==> config.mk <==
export PLATFORM = sky130hd
export DESIGN_NAME = logic_sched
export DESIGN_NICKNAME = d
export VERILOG_FILES = /design/src/rtl/logic_sched.sv
export SDC_FILE = /design/constraint.sdc
export NUM_CORES = 1
export LEC_CHECK = 0
export ABC_AREA = 1
export BUFFER_PORTS_ARGS = -buffer_cell sky130_fd_sc_hd__buf_4
export CAP_MARGIN = 20
export CORE_MARGIN = 10
export CORE_UTILIZATION = 41
export CTS_CLUSTER_DIAMETER = 50
export CTS_CLUSTER_SIZE = 10
export DETAILED_ROUTE_END_ITERATION = 8
export PLACE_DENSITY = 0.8
export SETUP_SLACK_MARGIN = 0.02
export SYNTH_ARGS = -nofsm -noshare
export SYNTH_HDL_FRONTEND = slang
export SYNTH_SLANG_ARGS = --single-unit
export TNS_END_PERCENT = 100
==> constraint.sdc <==
create_clock -name ib_clk -period 1.6 [get_ports ib_clk]
set_input_delay 0.32 -clock ib_clk [delete_from_list [all_inputs] [get_ports ib_clk]]
set_output_delay 0.32 -clock ib_clk [all_outputs]
set_load 0.01 [all_outputs]
==> src/rtl/logic_sched.sv <==
// logic_sched: round-robin scheduler sharing one accumulate/xor datapath
// between PAR_REQ_NUM requesters, one fixed-length burst per grant.
// Sequence per grant: IDLE -> CLEAR (datapath clear) -> STREAM (burst words,
// idle cycles masked to zero) -> DRAIN (datapath latency) -> RESP (hold result).
// Optional build macro: LOGIC_SCHED_TIMEOUT_EN adds a stall counter that
// aborts a stalled burst and returns its partial result with ob_rsp_err=1.
module logic_sched #(
    parameter int PAR_DATA_BITS = 8,
    parameter int PAR_REQ_NUM   = 4,
    parameter int PAR_BURST_LEN = 4,
    parameter int PAR_DP_LAT    = 1,
    parameter int PAR_TIMEOUT   = 16,
    localparam int ID_W = (PAR_REQ_NUM > 1) ? $clog2(PAR_REQ_NUM) : 1
) (
    input  logic                                 ib_clk,
    input  logic                                 ib_rst,
    input  logic [PAR_REQ_NUM-1:0]               ivG_req_valid,
    input  logic [PAR_REQ_NUM*PAR_DATA_BITS-1:0] ivG_req_data,
    output logic [PAR_REQ_NUM-1:0]               ovG_req_ready,
    output logic                                 ob_dp_rst,
    output logic [PAR_DATA_BITS-1:0]             ovG_dp_data,
    input  logic [PAR_DATA_BITS-1:0]             ivG_dp_data,
    output logic                                 ob_rsp_valid,
    input  logic                                 ib_rsp_ready,
    output logic [ID_W-1:0]                      ovG_rsp_id,
    output logic [PAR_DATA_BITS-1:0]             ovG_rsp_data,
    output logic                                 ob_rsp_err
);

    localparam int WC_W = $clog2(PAR_BURST_LEN + 1);
    localparam int LC_W = $clog2(PAR_DP_LAT + 1);

    localparam logic [2:0] S_IDLE   = 3'd0;
    localparam logic [2:0] S_CLEAR  = 3'd1;
    localparam logic [2:0] S_STREAM = 3'd2;
    localparam logic [2:0] S_DRAIN  = 3'd3;
    localparam logic [2:0] S_RESP   = 3'd4;

    logic [2:0]               state_q, state_d;
    logic [ID_W-1:0]          grant_q, grant_d;
    logic [ID_W-1:0]          last_q, last_d;
    logic [WC_W-1:0]          wcnt_q, wcnt_d;
    logic [LC_W-1:0]          lcnt_q, lcnt_d;
    logic                     rsp_valid_q, rsp_valid_d;
    logic [ID_W-1:0]          rsp_id_q, rsp_id_d;
    logic [PAR_DATA_BITS-1:0] rsp_data_q, rsp_data_d;

    logic                     pick_found;
    logic [ID_W-1:0]          pick_id;
    logic [ID_W-1:0]          scan_idx;
    logic                     in_stream;
    logic                     gvalid;
    logic [PAR_DATA_BITS-1:0] gdata;
    logic                     accept;

`ifdef LOGIC_SCHED_TIMEOUT_EN
    localparam int TO_W = $clog2(PAR_TIMEOUT + 1);
    logic [TO_W-1:0] stall_q, stall_d;
    logic            abort_q, abort_d;
    logic            rsp_err_q, rsp_err_d;
`endif

    // Round-robin pick: first valid requester after the last served one.
    always_comb begin
        pick_found = 1'b0;
        pick_id    = '0;
        scan_idx   = '0;
        for (int k = 1; k <= PAR_REQ_NUM; k++) begin
            scan_idx = ID_W'((int'(last_q) + k) % PAR_REQ_NUM);
            if (!pick_found && ivG_req_valid[scan_idx]) begin
                pick_found = 1'b1;
                pick_id    = scan_idx;
            end
        end
    end

    // Datapath and requester handshake; the datapath adds every cycle so
    // anything other than an accepted word must be driven as zero.
    always_comb begin
        in_stream     = (state_q == S_STREAM);
        gvalid        = ivG_req_valid[grant_q];
        gdata         = ivG_req_data[int'(grant_q)*PAR_DATA_BITS +: PAR_DATA_BITS];
        accept        = in_stream && gvalid;
        ovG_dp_data   = accept ? gdata : '0;
        ovG_req_ready = '0;
        if (in_stream) ovG_req_ready[grant_q] = 1'b1;
        ob_dp_rst     = ib_rst || (state_q == S_CLEAR);
    end

    // Controller next-state: grant, clear, stream, drain latency, hold response.
    always_comb begin
        state_d     = state_q;
        grant_d     = grant_q;
        last_d      = last_q;
        wcnt_d      = wcnt_q;
        lcnt_d      = lcnt_q;
        rsp_valid_d = rsp_valid_q;
        rsp_id_d    = rsp_id_q;
        rsp_data_d  = rsp_data_q;
`ifdef LOGIC_SCHED_TIMEOUT_EN
        stall_d     = stall_q;
        abort_d     = abort_q;
        rsp_err_d   = rsp_err_q;
`endif
        case (state_q)
            S_IDLE: begin
                if (pick_found) begin
                    grant_d = pick_id;
                    state_d = S_CLEAR;
                end
            end
            S_CLEAR: begin
                wcnt_d  = '0;
                state_d = S_STREAM;
`ifdef LOGIC_SCHED_TIMEOUT_EN
                stall_d = '0;
                abort_d = 1'b0;
`endif
            end
            S_STREAM: begin
                if (accept) begin
`ifdef LOGIC_SCHED_TIMEOUT_EN
                    stall_d = '0;
`endif
                    if (wcnt_q == WC_W'(PAR_BURST_LEN - 1)) begin
                        wcnt_d  = '0;
                        lcnt_d  = '0;
                        state_d = S_DRAIN;
                    end else begin
                        wcnt_d = wcnt_q + 1'b1;
                    end
                end
`ifdef LOGIC_SCHED_TIMEOUT_EN
                else if (stall_q == TO_W'(PAR_TIMEOUT - 1)) begin
                    // Stalled too long: drain what has been accumulated so far.
                    stall_d = '0;
                    abort_d = 1'b1;
                    lcnt_d  = '0;
                    state_d = S_DRAIN;
                end else begin
                    stall_d = stall_q + 1'b1;
                end
`endif
            end
            S_DRAIN: begin
                if (lcnt_q == LC_W'(PAR_DP_LAT - 1)) begin
                    lcnt_d      = '0;
                    rsp_valid_d = 1'b1;
                    rsp_id_d    = grant_q;
                    rsp_data_d  = ivG_dp_data;
`ifdef LOGIC_SCHED_TIMEOUT_EN
                    rsp_err_d   = abort_q;
`endif
                    state_d     = S_RESP;
                end else begin
                    lcnt_d = lcnt_q + 1'b1;
                end
            end
            S_RESP: begin
                if (ib_rsp_ready) begin
                    rsp_valid_d = 1'b0;
                    last_d      = grant_q;
`ifdef LOGIC_SCHED_TIMEOUT_EN
                    rsp_err_d   = 1'b0;
`endif
                    state_d     = S_IDLE;
                end
            end
            default: state_d = S_IDLE;
        endcase
    end

    // State registers; reset discards any burst in flight and restarts at requester 0.
    always_ff @(posedge ib_clk) begin
        if (ib_rst) begin
            state_q     <= S_IDLE;
            grant_q     <= '0;
            last_q      <= ID_W'(PAR_REQ_NUM - 1);
            wcnt_q      <= '0;
            lcnt_q      <= '0;
            rsp_valid_q <= 1'b0;
            rsp_id_q    <= '0;
            rsp_data_q  <= '0;
`ifdef LOGIC_SCHED_TIMEOUT_EN
            stall_q     <= '0;
            abort_q     <= 1'b0;
            rsp_err_q   <= 1'b0;
`endif
        end else begin
            state_q     <= state_d;
            grant_q     <= grant_d;
            last_q      <= last_d;
            wcnt_q      <= wcnt_d;
            lcnt_q      <= lcnt_d;
            rsp_valid_q <= rsp_valid_d;
            rsp_id_q    <= rsp_id_d;
            rsp_data_q  <= rsp_data_d;
`ifdef LOGIC_SCHED_TIMEOUT_EN
            stall_q     <= stall_d;
            abort_q     <= abort_d;
            rsp_err_q   <= rsp_err_d;
`endif
        end
    end

    assign ob_rsp_valid = rsp_valid_q;
    assign ovG_rsp_id   = rsp_id_q;
    assign ovG_rsp_data = rsp_data_q;
`ifdef LOGIC_SCHED_TIMEOUT_EN
    assign ob_rsp_err   = rsp_err_q;
`else
    assign ob_rsp_err   = 1'b0;
`endif

endmodule

# Word level (Yosys, flattened, before mapping)
# Index checks and enable logic that the tools add are counted.
# word_totals
ff_bits,22
in_bits,47
output_inout_bits,25
word_cells,90
# op_classes
addsub,6
order_cmp,6
eq_ne,10
n_shift,1
mux,38
bitwise_logic,1
n_reduce_logical,20
# op_table
op,count
variable part select 32 x 6 -> 8 bit,1
2-to-1 mux 3 bit,7
"less-than comparator 2 x 3 -> 1 bit, second input constant",5
2-to-1 mux 1 bit,15
one-hot mux 3 bit (5 select lines),1
binary-select mux 1 bit (select 2 bit),5
"== test 3 x 2 -> 1 bit, second input constant",3
2-to-1 mux 2 bit,4
2-to-1 mux 8 bit,1
AND reduction 2 bit,4
"inequality test 2 bit, second input constant",3
one-hot mux 3 bit (2 select lines),1
AND reduction 3 bit,2
nonzero test 2 bit,3
logical AND 1 bit,5
AND reduction 5 bit,1
"adder 2 x 1 -> 2 bit, second input constant",2
"adder 2 bit, second input constant",2
2-to-1 mux 4 bit,1
"inequality test 2 x 1 -> 1 bit, second input constant",2
one-hot mux 1 bit (2 select lines),2
"adder 3 x 1 -> 3 bit, second input constant",1
"== test 3 x 1 -> 1 bit, second input constant",1
"== test 3 bit, second input constant",1
7 further kinds,9

# Depth between registers and ports, before layout
# Gate-level depths: netlist of the first run.
# depth
ltp_word,15
ltp_mapped,12

# Worst setup path after synthesis of the first run
# OpenSTA, ideal clock, no wires.
# synth_path
path_type,register -> output
start,reg grant_q[1]
end,out ovG_dp_data[0]
t_arrival_ps,1110
required_time_ps,1280
path_slack_ps,170
path_stages_with_launch,9
n_path_buf,1
path_cell_list,dfxtp_1 > inv_2 > nand2_2 > inv_4 > nand2_4 > nand2_4 > o21ai_2 > buf_6 > a31oi_1
# synth_between
elab_chain_cells,4
word_cells_on_any_way,5
classes_between,shift (1); mux (3); reduce/logical (1)
# synth_lines
item,line_no,source
start: declaration,40,"logic [ID_W-1:0] grant_q, grant_d;"
start signal: assignment,191,grant_q <= grant_d;
"parallel branches: the longest is 3 deep, another holds variable part select 32 x 6 -> 8 bit",--,
2-to-1 mux 8 bit (*),84,ovG_dp_data = accept ? gdata : '0;
end: declaration,21,"output logic [PAR_DATA_BITS-1:0] ovG_dp_data,"
# Mark *: on every way between the ends. The select of a mux whose other input is x is not followed.

# Worst setup path in the final report of the first run
# Ends and elaborated chain as after synthesis.

==> reports/qor.tcl, run 1 <==
set qor(outcome) {finished with violations}
set qor(failed_checks) {setup timing}
set qor(post_synth_net_total) 266
set qor(synth.yosys.warnings) 0
set qor(hp-class) {input port to register}
set qor(leakage_nw) 1.12
set qor(synth-seq-cells) 21
set qor(core_um2) 3340
set qor(p_total_mw) 2.45
set qor(die_area_um2) 6200
set qor(finalWeightedCongestion) 0.827
set qor(detailroute.via_count) 1745
set qor(final_antenna_net_count) 0
set qor(floorplan.die.width_um) 78.8
set qor(vdd_drop_max_uv) 726
set qor(fin_ws_ns) -0.180
set qor(tritoncts_clock_tree) {yes}
set qor(yosys.area.top_type_share_pct) 29.7
set qor(r2r_end) {wcnt_q[0]$_SDFFE_PP0P_}
set qor(layout-drive-gt1-share_pct) 47.4
set qor(layout_worst_path_cycle_share_pct) 111
set qor(hpwl_detailed_um) 3550
set qor(max_cap_viol) 0
set qor(max_slew_margin_pct) 67.0
set qor(timing.hold.worst.start) {ib_rst}
set qor(syn-instance-count) 218
set qor(synth.top_cells.by_area) {sky130_fd_sc_hd__dfxtp_1, sky130_fd_sc_hd__nand2_1, sky130_fd_sc_hd__nor2_1, sky130_fd_sc_hd__a22oi_1, sky130_fd_sc_hd__inv_1}
set qor(cts_made_buffers) 3
set qor(timing.final.max_slew_violations) 0
set qor(sequentialPowerShare_pct) 30.0
set qor(nFillCells) 272
set qor(p_int_mw) 1.38
set qor(hold_buffer_count_at_cts) 0
set qor(pin_count_of_the_biggest_net_entering_global_routing) 14
set qor(core.rowCount) 21
set qor(cp_max_fo) 5
set qor(critical_path.startpoint) {grant_q[1]$_SDFFE_PP0P_}
set qor(maximum_clock_rate_ghz) 0.562
set qor(globalRouteTotalUtil_pct) 13.7
set qor(setup.worst_path.start_class) {register}
set qor(sw_frac_of_total_pct) 43.5
set qor(cts.root.buffer_cell) {sky130_fd_sc_hd__clkbuf_4}
set qor(rrSetupSlack_ns) 0.09
set qor(synth_top_cell_by_area) {sky130_fd_sc_hd__dfxtp_1}
set qor(rr_worst_depth) 12
set qor(hold-path-endpoint) {wcnt_q[1]$_SDFFE_PP0P_}
set qor(io_pins) 72
set qor(p_clk_share_pct) 10.3
set qor(netSwitchingPower_mw) 1.07
set qor(multiInputGateArea_um2) 951
set qor(number_of_antenna_violations_at_the_first_check_in_global_routing) 0
set qor(worst_setup_hold_path_clk_slew_ns) 0.12
set qor(final_nets) 355
set qor(finalCriticalPeriod_ns) 1.78
set qor(clock_insertion_delay_worst_skew_ns) 0.30
set qor(tightestPinTransition_ns) 0.491
set qor(arrival_ns) 1.46
set qor(whs_path_depth) 2
set qor(power.density_nw_per_um2) 1080
set qor(power_frac_comb_pct) 59.7
set qor(clockBufferDepth) 2
set qor(critPathRequiredTime_ns) 1.28
set qor(drt_iter0_drcs) 98
set qor(cts.sinks) 21
set qor(synth_sequential_area_ratio_pct) 29.7
set qor(r2r-start) {grant_q[1]$_SDFFE_PP0P_}
set qor(synth.avg_cell_area_um2) 6.49
set qor(critical_path_start_end_classification) {register to output port}
set qor(grt_remaining_overflow) 0
set qor(insertedDiodeCount) 0
set qor(detail_route.drc_violations) 0
set qor(synth_cell_types) 33
set qor(grt_first_pass_wirelength_um) 7270
set qor(postRouteWirelength_um) 4710
set qor(post_synth_instance_area_um2) 1420
set qor(area.sequential_um2) 433
set qor(drt-wirelength-per-cell_um) 13.4
set qor(critPathCaptureType) {output port}
set qor(starting_density_pct) 42.4
set qor(first_pass_iters) 4
set qor(dieHeight_um) 78.8
set qor(finalHoldViolCount) 0
set qor(setup_viol) 12
set qor(cts-htree-levels) 1
set qor(number_of_global_route_vias_before_repair) 1636
set qor(totalNegativeSetupSlack_ns) -1.51
set qor(viasPerCell) 4.96
set qor(fin_skew_ns) 0.00288
set qor(port_buffers) 70
set qor(rsz0062_at_grt) {yes}
set qor(area_growth_syn_to_layout_pct) 60.3
-- metal layers --
metal	wire [um]	up-vias	track usage (%)
li1	-	893	-
met1	2040	770	16.5
met2	2080	76	22.1
met3	535	6	6.53
met4	51	0	2.15
met5	0	-	0
-- worst max-delay path by stage --
stage,slack (ns),end
4_1_cts,-0.17,ovG_dp_data[0]
3_3_place_gp,0.04,ovG_dp_data[0]
6_report,-0.18,ovG_dp_data[0]
3_5_place_dp,0.008,ovG_dp_data[0]
2_1_floorplan,0.17,ovG_dp_data[0]
5_1_grt,-0.28,ovG_dp_data[1]
-- state kept, by name, indices dropped and copies added, names as in the netlist --
| name | count |
|---|---|
| grant_q | 2 |
| last_q | 2 |
| ob_rsp_valid | 1 |
| ovG_rsp_data | 8 |
| ovG_rsp_id | 2 |
| state_q | 3 |
| wcnt_q | 3 |
-- cell usage in the layout, fill, tap and decap left out, types with 7 or more instances in the layout --
| cell type | count |
|---|---|
| sky130_fd_sc_hd__nand3_1 | 7 |
| sky130_fd_sc_hd__dfxtp_1 | 15 |
| sky130_fd_sc_hd__o21ai_0 | 11 |
| sky130_fd_sc_hd__a31oi_1 | 8 |
| sky130_fd_sc_hd__nand2_4 | 8 |
| sky130_fd_sc_hd__buf_4 | 85 |
| sky130_fd_sc_hd__inv_1 | 12 |
| sky130_fd_sc_hd__nand2_1 | 58 |
| sky130_fd_sc_hd__nor2_1 | 27 |
| sky130_fd_sc_hd__a21oi_1 | 9 |
| sky130_fd_sc_hd__inv_4 | 7 |
-- stage by stage --
stage	setup slack [ns]	std cells	instance area (um2)	hold WS [ns]	util (%)
after CTS	-0.173	346	2140	0.193	64.3
final	-0.180	352	2270	0.202	68.0
after detailed placement	0.00812	335	2000	0.447	60.1
after global placement	0.0386	335	2000	0.426	60.1
after global routing	-0.284	352	2270	0.173	68.0
after floorplan	0.170	218	1420	0.382	-
-- cells in the mapped netlist --
master                     instances
sky130_fd_sc_hd__buf_4             1
sky130_fd_sc_hd__a22oi_1           8
sky130_fd_sc_hd__a21oi_1           9
sky130_fd_sc_hd__a31oi_1           8
sky130_fd_sc_hd__nand2_2           7
sky130_fd_sc_hd__nand3_2           1
sky130_fd_sc_hd__clkbuf_1          1
sky130_fd_sc_hd__nor2_2            1
sky130_fd_sc_hd__a21boi_1          1
sky130_fd_sc_hd__conb_1            1
sky130_fd_sc_hd__o21ai_2           2
sky130_fd_sc_hd__nor3_2            1
sky130_fd_sc_hd__o21ai_0          11
sky130_fd_sc_hd__buf_6             2
sky130_fd_sc_hd__nand4_1           4
sky130_fd_sc_hd__inv_4             3
sky130_fd_sc_hd__nor2_1           30
sky130_fd_sc_hd__inv_1            15
sky130_fd_sc_hd__dfxtp_1          21
sky130_fd_sc_hd__nand2_1          61
sky130_fd_sc_hd__a21oi_2           1
sky130_fd_sc_hd__nand3b_1          1
sky130_fd_sc_hd__nand2_4           3
sky130_fd_sc_hd__buf_2             1
sky130_fd_sc_hd__ha_1              1
sky130_fd_sc_hd__nand3_4           1
sky130_fd_sc_hd__o22ai_2           1
sky130_fd_sc_hd__inv_2             8
sky130_fd_sc_hd__nor2_4            1
sky130_fd_sc_hd__nand3_1           8
sky130_fd_sc_hd__o211ai_1          2
sky130_fd_sc_hd__nor4_2            1
sky130_fd_sc_hd__clkinv_1          1
-- critical path, cell delays in order, from the launching register on --
cell	delay, ns
sky130_fd_sc_hd__dfxtp_4	0.42
sky130_fd_sc_hd__nand2_4	0.09
sky130_fd_sc_hd__o22ai_4	0.22
sky130_fd_sc_hd__o21ai_4	0.10
sky130_fd_sc_hd__a31oi_1	0.18
sky130_fd_sc_hd__buf_4	0.15
-- cell type report --
| class | count | share of cell area [%] |
|---|---|---|
| sequential | 21 | 19.1 |
| clock buffer | 3 | 0.993 |
| clock inverter | 1 | 0.221 |
| multi-input combinational | 166 | 41.9 |
| timing repair buffer | 88 | 29.6 |
| inverter | 27 | 5.63 |
| tap | 46 | 2.54 |
-- kinds of logic (layout without fill, tap and decap cells) --
group | Yosys count | after routing | share of synthesized area, %
adders and majority gates | 1 | 1 | 0.884
DFF | 21 | 21 | 29.7
other | 1 | 1 | 0.265
AOI/OAI and AO/OA | 43 | 44 | 19.2
buffers and inverters | 32 | 119 | 10.4
and+or+nand+nor | 120 | 120 | 39.5
-- what timing repair did --
item,in CTS,in global routing
gates resized for setup,20,21
hold endpoints to repair,0,0
pin swaps,6,5
cloned,1,0
buffers inserted,7,6
endpoints found under the setup margin,13,18
-- power by group through the flow --
stage / clock (mW) / combinational (mW) / sequential, mW
floorplan: 0 / 0.684 / 0.709
global placement: 0 / 1.08 / 0.696
detailed placement: 0 / 1.09 / 0.700
CTS: 0.261 / 1.27 / 0.709
global route: 0.299 / 1.60 / 0.747
finish: 0.252 / 1.46 / 0.734
No activity file was read; power rests on OpenSTA's default activity.
==> run 2: changes to the inputs <==
MAX_ROUTING_LAYER = met4   (was not set)
SETUP_SLACK_MARGIN = 0.5   (was 0.02)
==> reports/qor.tcl, run 2 (same netlist as run 1, synthesis figures left out) <==
set qor(outcome) {finished with violations}
set qor(failed_checks) {setup timing}
set qor(holdWs_ns) 0.203 ;# +0.000421 ns
set qor(final_design_area_no_fill_um2) 2900 ;# +28%
set qor(dieHeight_um) 78.8 ;# unchanged
set qor(finalHoldViolCount) 0 ;# unchanged
set qor(cp_max_fo) 9 ;# +4
set qor(place_worst_setup_slack_ns) 0.0143 ;# +0.00615 ns
set qor(r2r-start) {grant_q[1]$_SDFFE_PP0P_}
set qor(fin_ws_ns) -0.305 ;# -0.125 ns
set qor(hp-class) {input port to register}
set qor(cts.sinks) 21 ;# unchanged
set qor(rr_worst_depth) 12 ;# unchanged
set qor(io_pins) 72 ;# unchanged
set qor(number_of_antenna_violations_at_the_first_check_in_global_routing) 0 ;# unchanged
set qor(tritoncts_clock_tree) {yes}
set qor(layout_worst_path_cycle_share_pct) 119 ;# +7.8 points
set qor(maximum_clock_rate_ghz) 0.525 ;# -6.6%
set qor(setup.worst_path.start_class) {register}
set qor(rsz0062_at_grt) {yes}
set qor(clock_insertion_delay_worst_skew_ns) 0.31 ;# about the same
set qor(floorplan.die.width_um) 78.8 ;# unchanged
set qor(port_buffers) 70 ;# unchanged
set qor(clockBufferDepth) 2 ;# unchanged
set qor(arrival_ns) 1.58 ;# +0.12 ns
set qor(timing.hold.worst.start) {ib_rst}
set qor(insertedDiodeCount) 0 ;# unchanged
set qor(critPathRequiredTime_ns) 1.28 ;# about the same
set qor(grt_first_pass_wirelength_um) 8800 ;# +21%
set qor(cts.root.buffer_cell) {sky130_fd_sc_hd__clkbuf_4}
set qor(detailroute.via_count) 1987 ;# +14%
set qor(globalRouteTotalUtil_pct) 17.6 ;# +3.9 points
set qor(worst_setup_hold_path_clk_slew_ns) 0.12 ;# about the same
set qor(finalWeightedCongestion) 0.842 ;# +1.9%
set qor(starting_density_pct) 42.4 ;# unchanged
set qor(viasPerCell) 5.30 ;# +6.9%
set qor(pin_count_of_the_biggest_net_entering_global_routing) 17 ;# +3
set qor(leakage_nw) 1.32 ;# +17%
set qor(first_pass_iters) 4 ;# unchanged
set qor(core.rowCount) 21 ;# unchanged
set qor(largest_reg_flops) 8 ;# unchanged
set qor(final_antenna_net_count) 0 ;# unchanged
set qor(max_cap_viol) 0 ;# unchanged
set qor(cts-htree-levels) 1 ;# unchanged
set qor(critPathCaptureType) {output port}
set qor(core_um2) 3340 ;# unchanged
set qor(grt_remaining_overflow) 0 ;# unchanged
set qor(p_total_mw) 3.04 ;# +24%
set qor(hold-path-endpoint) {ob_rsp_valid$_SDFFE_PP0P_}
set qor(die_area_um2) 6200 ;# unchanged
set qor(timing.final.max_slew_violations) 0 ;# unchanged
set qor(hpwl_detailed_um) 3700 ;# +4.2%
set qor(critical_path_start_end_classification) {register to output port}
set qor(final_nets) 378 ;# +6.5%
set qor(layout-drive-gt1-share_pct) 69.6 ;# +22 points
set qor(detail_route.drc_violations) 0 ;# unchanged
set qor(whs_path_depth) 2 ;# unchanged
set qor(drt_iter0_drcs) 112 ;# +14%
set qor(number_of_global_route_vias_before_repair) 1863 ;# +14%
set qor(rrSetupSlack_ns) 0.01 ;# -0.08 ns
set qor(vdd_drop_max_uv) 707 ;# -2.6%
set qor(final_cell_mix) {sky130_fd_sc_hd__buf_4, sky130_fd_sc_hd__nand2_1, sky130_fd_sc_hd__buf_6}
set qor(most_common_cell_after_layout_fill_and_taps_aside) {sky130_fd_sc_hd__buf_4}
set qor(utilization_pct) 87.0 ;# +19 points
set qor(fin_skew_ns) 0.00474 ;# +0.00186 ns
set qor(setup_viol) 12 ;# unchanged
set qor(cts_made_buffers) 3 ;# unchanged
set qor(finalCriticalPeriod_ns) 1.90 ;# +0.125 ns
set qor(power.density_nw_per_um2) 1050 ;# -3.0%
set qor(placed_cell_area_um2) 2150 ;# +7.1%
set qor(drt-wirelength-per-cell_um) 17.0 ;# +27%
set qor(r2r_end) {wcnt_q[0]$_SDFFE_PP0P_}
set qor(postRouteWirelength_um) 6390 ;# +36%
set qor(area_growth_syn_to_layout_pct) 105
run 2: cell count changes in the layout (fill, tap and decap cells not counted), moves of 7 or more:
cell and delta:
sky130_fd_sc_hd__buf_6 +32, sky130_fd_sc_hd__nand2_2 +16, sky130_fd_sc_hd__nand2_1 -15, sky130_fd_sc_hd__dfxtp_1 -12, sky130_fd_sc_hd__o21ai_0 -11, sky130_fd_sc_hd__buf_4 -9
sky130_fd_sc_hd__o21ai_2 +9, sky130_fd_sc_hd__a31oi_1 -8, sky130_fd_sc_hd__a31oi_4 +8, sky130_fd_sc_hd__dfxtp_2 +7
run 2: through the flow:
step,setup TNS (ns),std cells
final,-2.72,375
after global routing,-3.61,375
after CTS,-2.15,356
after detailed placement,0,334
after global placement,0,334
after floorplan,0,218
run 2: cell type report:
class                      instances  area (um2)
fill                             170         433
inverter                          27         150
clock inverter                     1        5.00
clock buffer                       3        22.5
timing repair buffer             112         985
tap                               46        57.6
multi-input combinational        165        1220
sequential                        21         460
run 2: what timing repair did:
action	CTS	global route
hold endpoints to repair	0	0
setup buffers	18	19
gates resized for setup	100	50
pin swaps	36	38
hold buffers	0	0
setup endpoints to repair	45	44
run 2: power by group:
part / total (mW) / leakage (nW) / switching [mW] / internal, mW
registers: 0.757 / 0.179 / 0.112 / 0.645
logic: 2.02 / 1.12 / 1.09 / 0.933
clock network: 0.261 / 0.0177 / 0.168 / 0.0933
total: 3.04 / 1.32 / 1.37 / 1.67
run 2: how the worst max path moves through the flow:
stage	startpoint	end	slack, ns	cells after the start
finish	grant_q[1]$_SDFFE_PP0P_	ovG_dp_data[2]	-0.30	9
CTS	grant_q[0]$_SDFFE_PP0P_	ovG_dp_data[0]	-0.27	6
detailed placement	grant_q[0]$_SDFFE_PP0P_	ovG_dp_data[0]	0.01	6
floorplan	grant_q[0]$_SDFFE_PP0P_	ovG_dp_data[0]	0.24	8
global placement	grant_q[1]$_SDFFE_PP0P_	ovG_dp_data[4]	0.07	9
global route	grant_q[0]$_SDFFE_PP0P_	ovG_dp_data[0]	-0.38	6
run 2: layer usage:
| layer | part of all wire (%) | routed length, um | global-route usage, % |
|---|---|---|---|
| met3 | 7.8 | 501 | 3.94 |
| met1 | 38 | 2450 | 19.8 |
| met5 | 0 | 0 | - |
| met4 | 2.3 | 144 | 4.30 |
| met2 | 52 | 3300 | 30.8 |
run 2: critical path, stage by stage (launching register included):
cell	delay, ns
sky130_fd_sc_hd__dfxtp_4	0.38
sky130_fd_sc_hd__buf_4	0.13
sky130_fd_sc_hd__nand2_2	0.09
sky130_fd_sc_hd__inv_4	0.04
sky130_fd_sc_hd__nand2_4	0.06
sky130_fd_sc_hd__nand2_4	0.05
sky130_fd_sc_hd__o21ai_2	0.15
sky130_fd_sc_hd__buf_12	0.18
sky130_fd_sc_hd__a31oi_4	0.04
sky130_fd_sc_hd__buf_6	0.13
==> run 3: changes to the inputs <==
SETUP_SLACK_MARGIN = 0.05   (was 0.5)
==> reports/qor.tcl, run 3 (same netlist as run 1, synthesis figures left out) <==
set qor(outcome) {finished with violations}
set qor(failed_checks) {setup timing}
set qor(arrival_ns) 1.47 ;# -0.11 ns
set qor(rrSetupSlack_ns) 0.09 ;# +0.08 ns
set qor(critPathCaptureType) {output port}
set qor(cts.root.buffer_cell) {sky130_fd_sc_hd__clkbuf_4}
set qor(totalNegativeSetupSlack_ns) -1.58 ;# +1.14 ns
set qor(max_cap_viol) 0 ;# unchanged
set qor(insertedDiodeCount) 0 ;# unchanged
set qor(detailroute.via_count) 1758 ;# -12%
set qor(critPathRequiredTime_ns) 1.28 ;# about the same
set qor(floorplan.die.width_um) 78.8 ;# unchanged
set qor(detail_route.drc_violations) 0 ;# unchanged
set qor(core_um2) 3340 ;# unchanged
set qor(setup_viol) 12 ;# unchanged
set qor(cts.sinks) 21 ;# unchanged
set qor(critical_path_start_end_classification) {register to output port}
set qor(viasPerCell) 4.99 ;# -5.7%
set qor(nFillCells) 269 ;# +58%
set qor(number_of_antenna_violations_at_the_first_check_in_global_routing) 0 ;# unchanged
set qor(power_frac_comb_pct) 60.0 ;# -6.5 points
set qor(pin_count_of_the_biggest_net_entering_global_routing) 14 ;# -3
set qor(area_growth_syn_to_layout_pct) 60.9
set qor(starting_density_pct) 42.4 ;# unchanged
set qor(sequentialPowerShare_pct) 29.7 ;# +4.8 points
set qor(clockBufferDepth) 2 ;# unchanged
set qor(placed_cell_area_um2) 2000 ;# -6.6%
set qor(drt-wirelength-per-cell_um) 13.5 ;# -21%
set qor(leakage_nw) 1.12 ;# -15%
set qor(clock_insertion_delay_worst_skew_ns) 0.30 ;# about the same
set qor(finalCriticalPeriod_ns) 1.79 ;# -0.118 ns
set qor(io_pins) 72 ;# unchanged
set qor(die_area_um2) 6200 ;# unchanged
set qor(finalHoldViolCount) 0 ;# unchanged
set qor(grt_first_pass_wirelength_um) 7260 ;# -17%
set qor(layout_worst_path_cycle_share_pct) 112 ;# -7.4 points
set qor(worst_setup_hold_path_clk_slew_ns) 0.12 ;# about the same
set qor(cts_made_buffers) 3 ;# unchanged
set qor(hp-class) {input port to register}
set qor(tritoncts_clock_tree) {yes}
set qor(port_buffers) 70 ;# unchanged
set qor(p_int_mw) 1.39 ;# -17%
set qor(finalWeightedCongestion) 0.839 ;# -0.37%
set qor(timing.final.max_slew_violations) 0 ;# unchanged
set qor(maximum_clock_rate_ghz) 0.560 ;# +6.6%
set qor(power.density_nw_per_um2) 1080 ;# +3.5%
set qor(vdd_drop_max_uv) 727 ;# +2.8%
set qor(first_pass_iters) 4 ;# unchanged
set qor(final_cell_mix) {sky130_fd_sc_hd__buf_4, sky130_fd_sc_hd__nand2_1, sky130_fd_sc_hd__nor2_1}
set qor(drt_iter0_drcs) 72 ;# -36%
set qor(sw_frac_of_total_pct) 43.6 ;# -1.5 points
set qor(setup.worst_path.start_class) {register}
set qor(grt_remaining_overflow) 0 ;# unchanged
set qor(final_nets) 355 ;# -6.1%
set qor(p_clk_share_pct) 10.3 ;# +1.7 points
set qor(cp_max_fo) 5 ;# -4
set qor(fin_skew_ns) 0.00216 ;# -0.00258 ns
set qor(final_antenna_net_count) 0 ;# unchanged
set qor(netSwitchingPower_mw) 1.08 ;# -22%
set qor(final_design_area_no_fill_um2) 2280 ;# -22%
set qor(holdWs_ns) 0.205 ;# +0.00249 ns
set qor(dieHeight_um) 78.8 ;# unchanged
set qor(globalRouteTotalUtil_pct) 14.1 ;# -3.5 points
set qor(layout-drive-gt1-share_pct) 47.7 ;# -22 points
set qor(number_of_global_route_vias_before_repair) 1637 ;# -12%
set qor(largest_reg_flops) 8 ;# unchanged
set qor(most_common_cell_after_layout_fill_and_taps_aside) {sky130_fd_sc_hd__buf_4}
set qor(postRouteWirelength_um) 4740 ;# -26%
set qor(core.rowCount) 21 ;# unchanged
set qor(rsz0062_at_grt) {yes}
set qor(hpwl_detailed_um) 3550 ;# -4.1%
set qor(cts-htree-levels) 1 ;# unchanged
set qor(fin_ws_ns) -0.187 ;# +0.118 ns
set qor(p_total_mw) 2.47 ;# -19%
==> run 3: cell types whose count changed in the layout (fill, tap and decap cells not counted), moves of 6 or more <==
cell                      previous run  this run
sky130_fd_sc_hd__o21ai_0             0        11
sky130_fd_sc_hd__nand2_2            21         5
sky130_fd_sc_hd__buf_4              76        85
sky130_fd_sc_hd__a31oi_4             8         0
sky130_fd_sc_hd__dfxtp_2            11         5
sky130_fd_sc_hd__a31oi_1             0         8
sky130_fd_sc_hd__nand2_1            43        58
sky130_fd_sc_hd__o21ai_2            11         2
sky130_fd_sc_hd__buf_6              35         3
sky130_fd_sc_hd__dfxtp_1             3        14
==> run 3: timing repair <==
action,4_1_cts,5_1_grt
hold buffers,0,0
hold endpoints to repair,0,0
cloned,1,0
buffers inserted,7,6
resized for setup,20,23
endpoints found under the setup margin,13,18
pin swaps,6,5
==> run 3: through the flow <==
stage          util [%]  instances  worst slack (ns)
2_1_floorplan         -        218             0.170
3_3_place_gp       60.1        335            0.0386
3_5_place_dp       60.1        335           0.00812
4_1_cts            64.3        346            -0.173
5_1_grt            68.2        352            -0.284
6_report           68.2        352            -0.187
==> run 3: power groups by stage <==
stage	clock, mW	sequential, mW	combinational (mW)
2_1_floorplan	0	0.709	0.684
3_3_place_gp	0	0.696	1.08
3_5_place_dp	0	0.700	1.09
4_1_cts	0.261	0.709	1.27
5_1_grt	0.299	0.747	1.62
6_report	0.253	0.734	1.48
==> run 3: path summary, 6_finish.rpt <==
path                           startpoint                      to  depth (start not counted)
setup / recovery  grant_q[1]$_SDFFE_PP0P_          ovG_dp_data[1]                          5
hold / removal                     ib_rst  wcnt_q[1]$_SDFFE_PP0P_                          2
setup reg to reg  grant_q[1]$_SDFFE_PP0P_  wcnt_q[0]$_SDFFE_PP0P_                         12
hold reg to reg    wcnt_q[2]$_SDFFE_PP0P_  wcnt_q[2]$_SDFFE_PP0P_                          2
==> run 3: metal layers <==
metal	track usage, %	wire length [um]	vias up
met5	-	0	-
met4	2.15	60	0
met3	5.18	477	6
met2	22.1	2080	76
met1	17.2	2120	781
li1	-	-	895
==> run 3: cell type report <==
| class | instances | area (um2) | area share [%] |
|---|---|---|---|
| multi-input cells | 166 | 958 | 42.1 |
| repair buffers | 88 | 672 | 29.5 |
| flip-flops and latches | 21 | 434 | 19.1 |
| inverters | 27 | 128 | 5.60 |
| well taps | 46 | 57.6 | 2.53 |
| clock buffers | 3 | 22.5 | 0.989 |
| clock inverters | 1 | 5.00 | 0.220 |
==> run 3: worst max-delay path, cell delays in order (launching register included) <==
cell                      delay [ns]
sky130_fd_sc_hd__dfxtp_4        0.42
sky130_fd_sc_hd__nand2_4        0.09
sky130_fd_sc_hd__o22ai_4        0.22
sky130_fd_sc_hd__o21ai_4        0.10
sky130_fd_sc_hd__a31oi_1        0.18
sky130_fd_sc_hd__buf_4          0.15
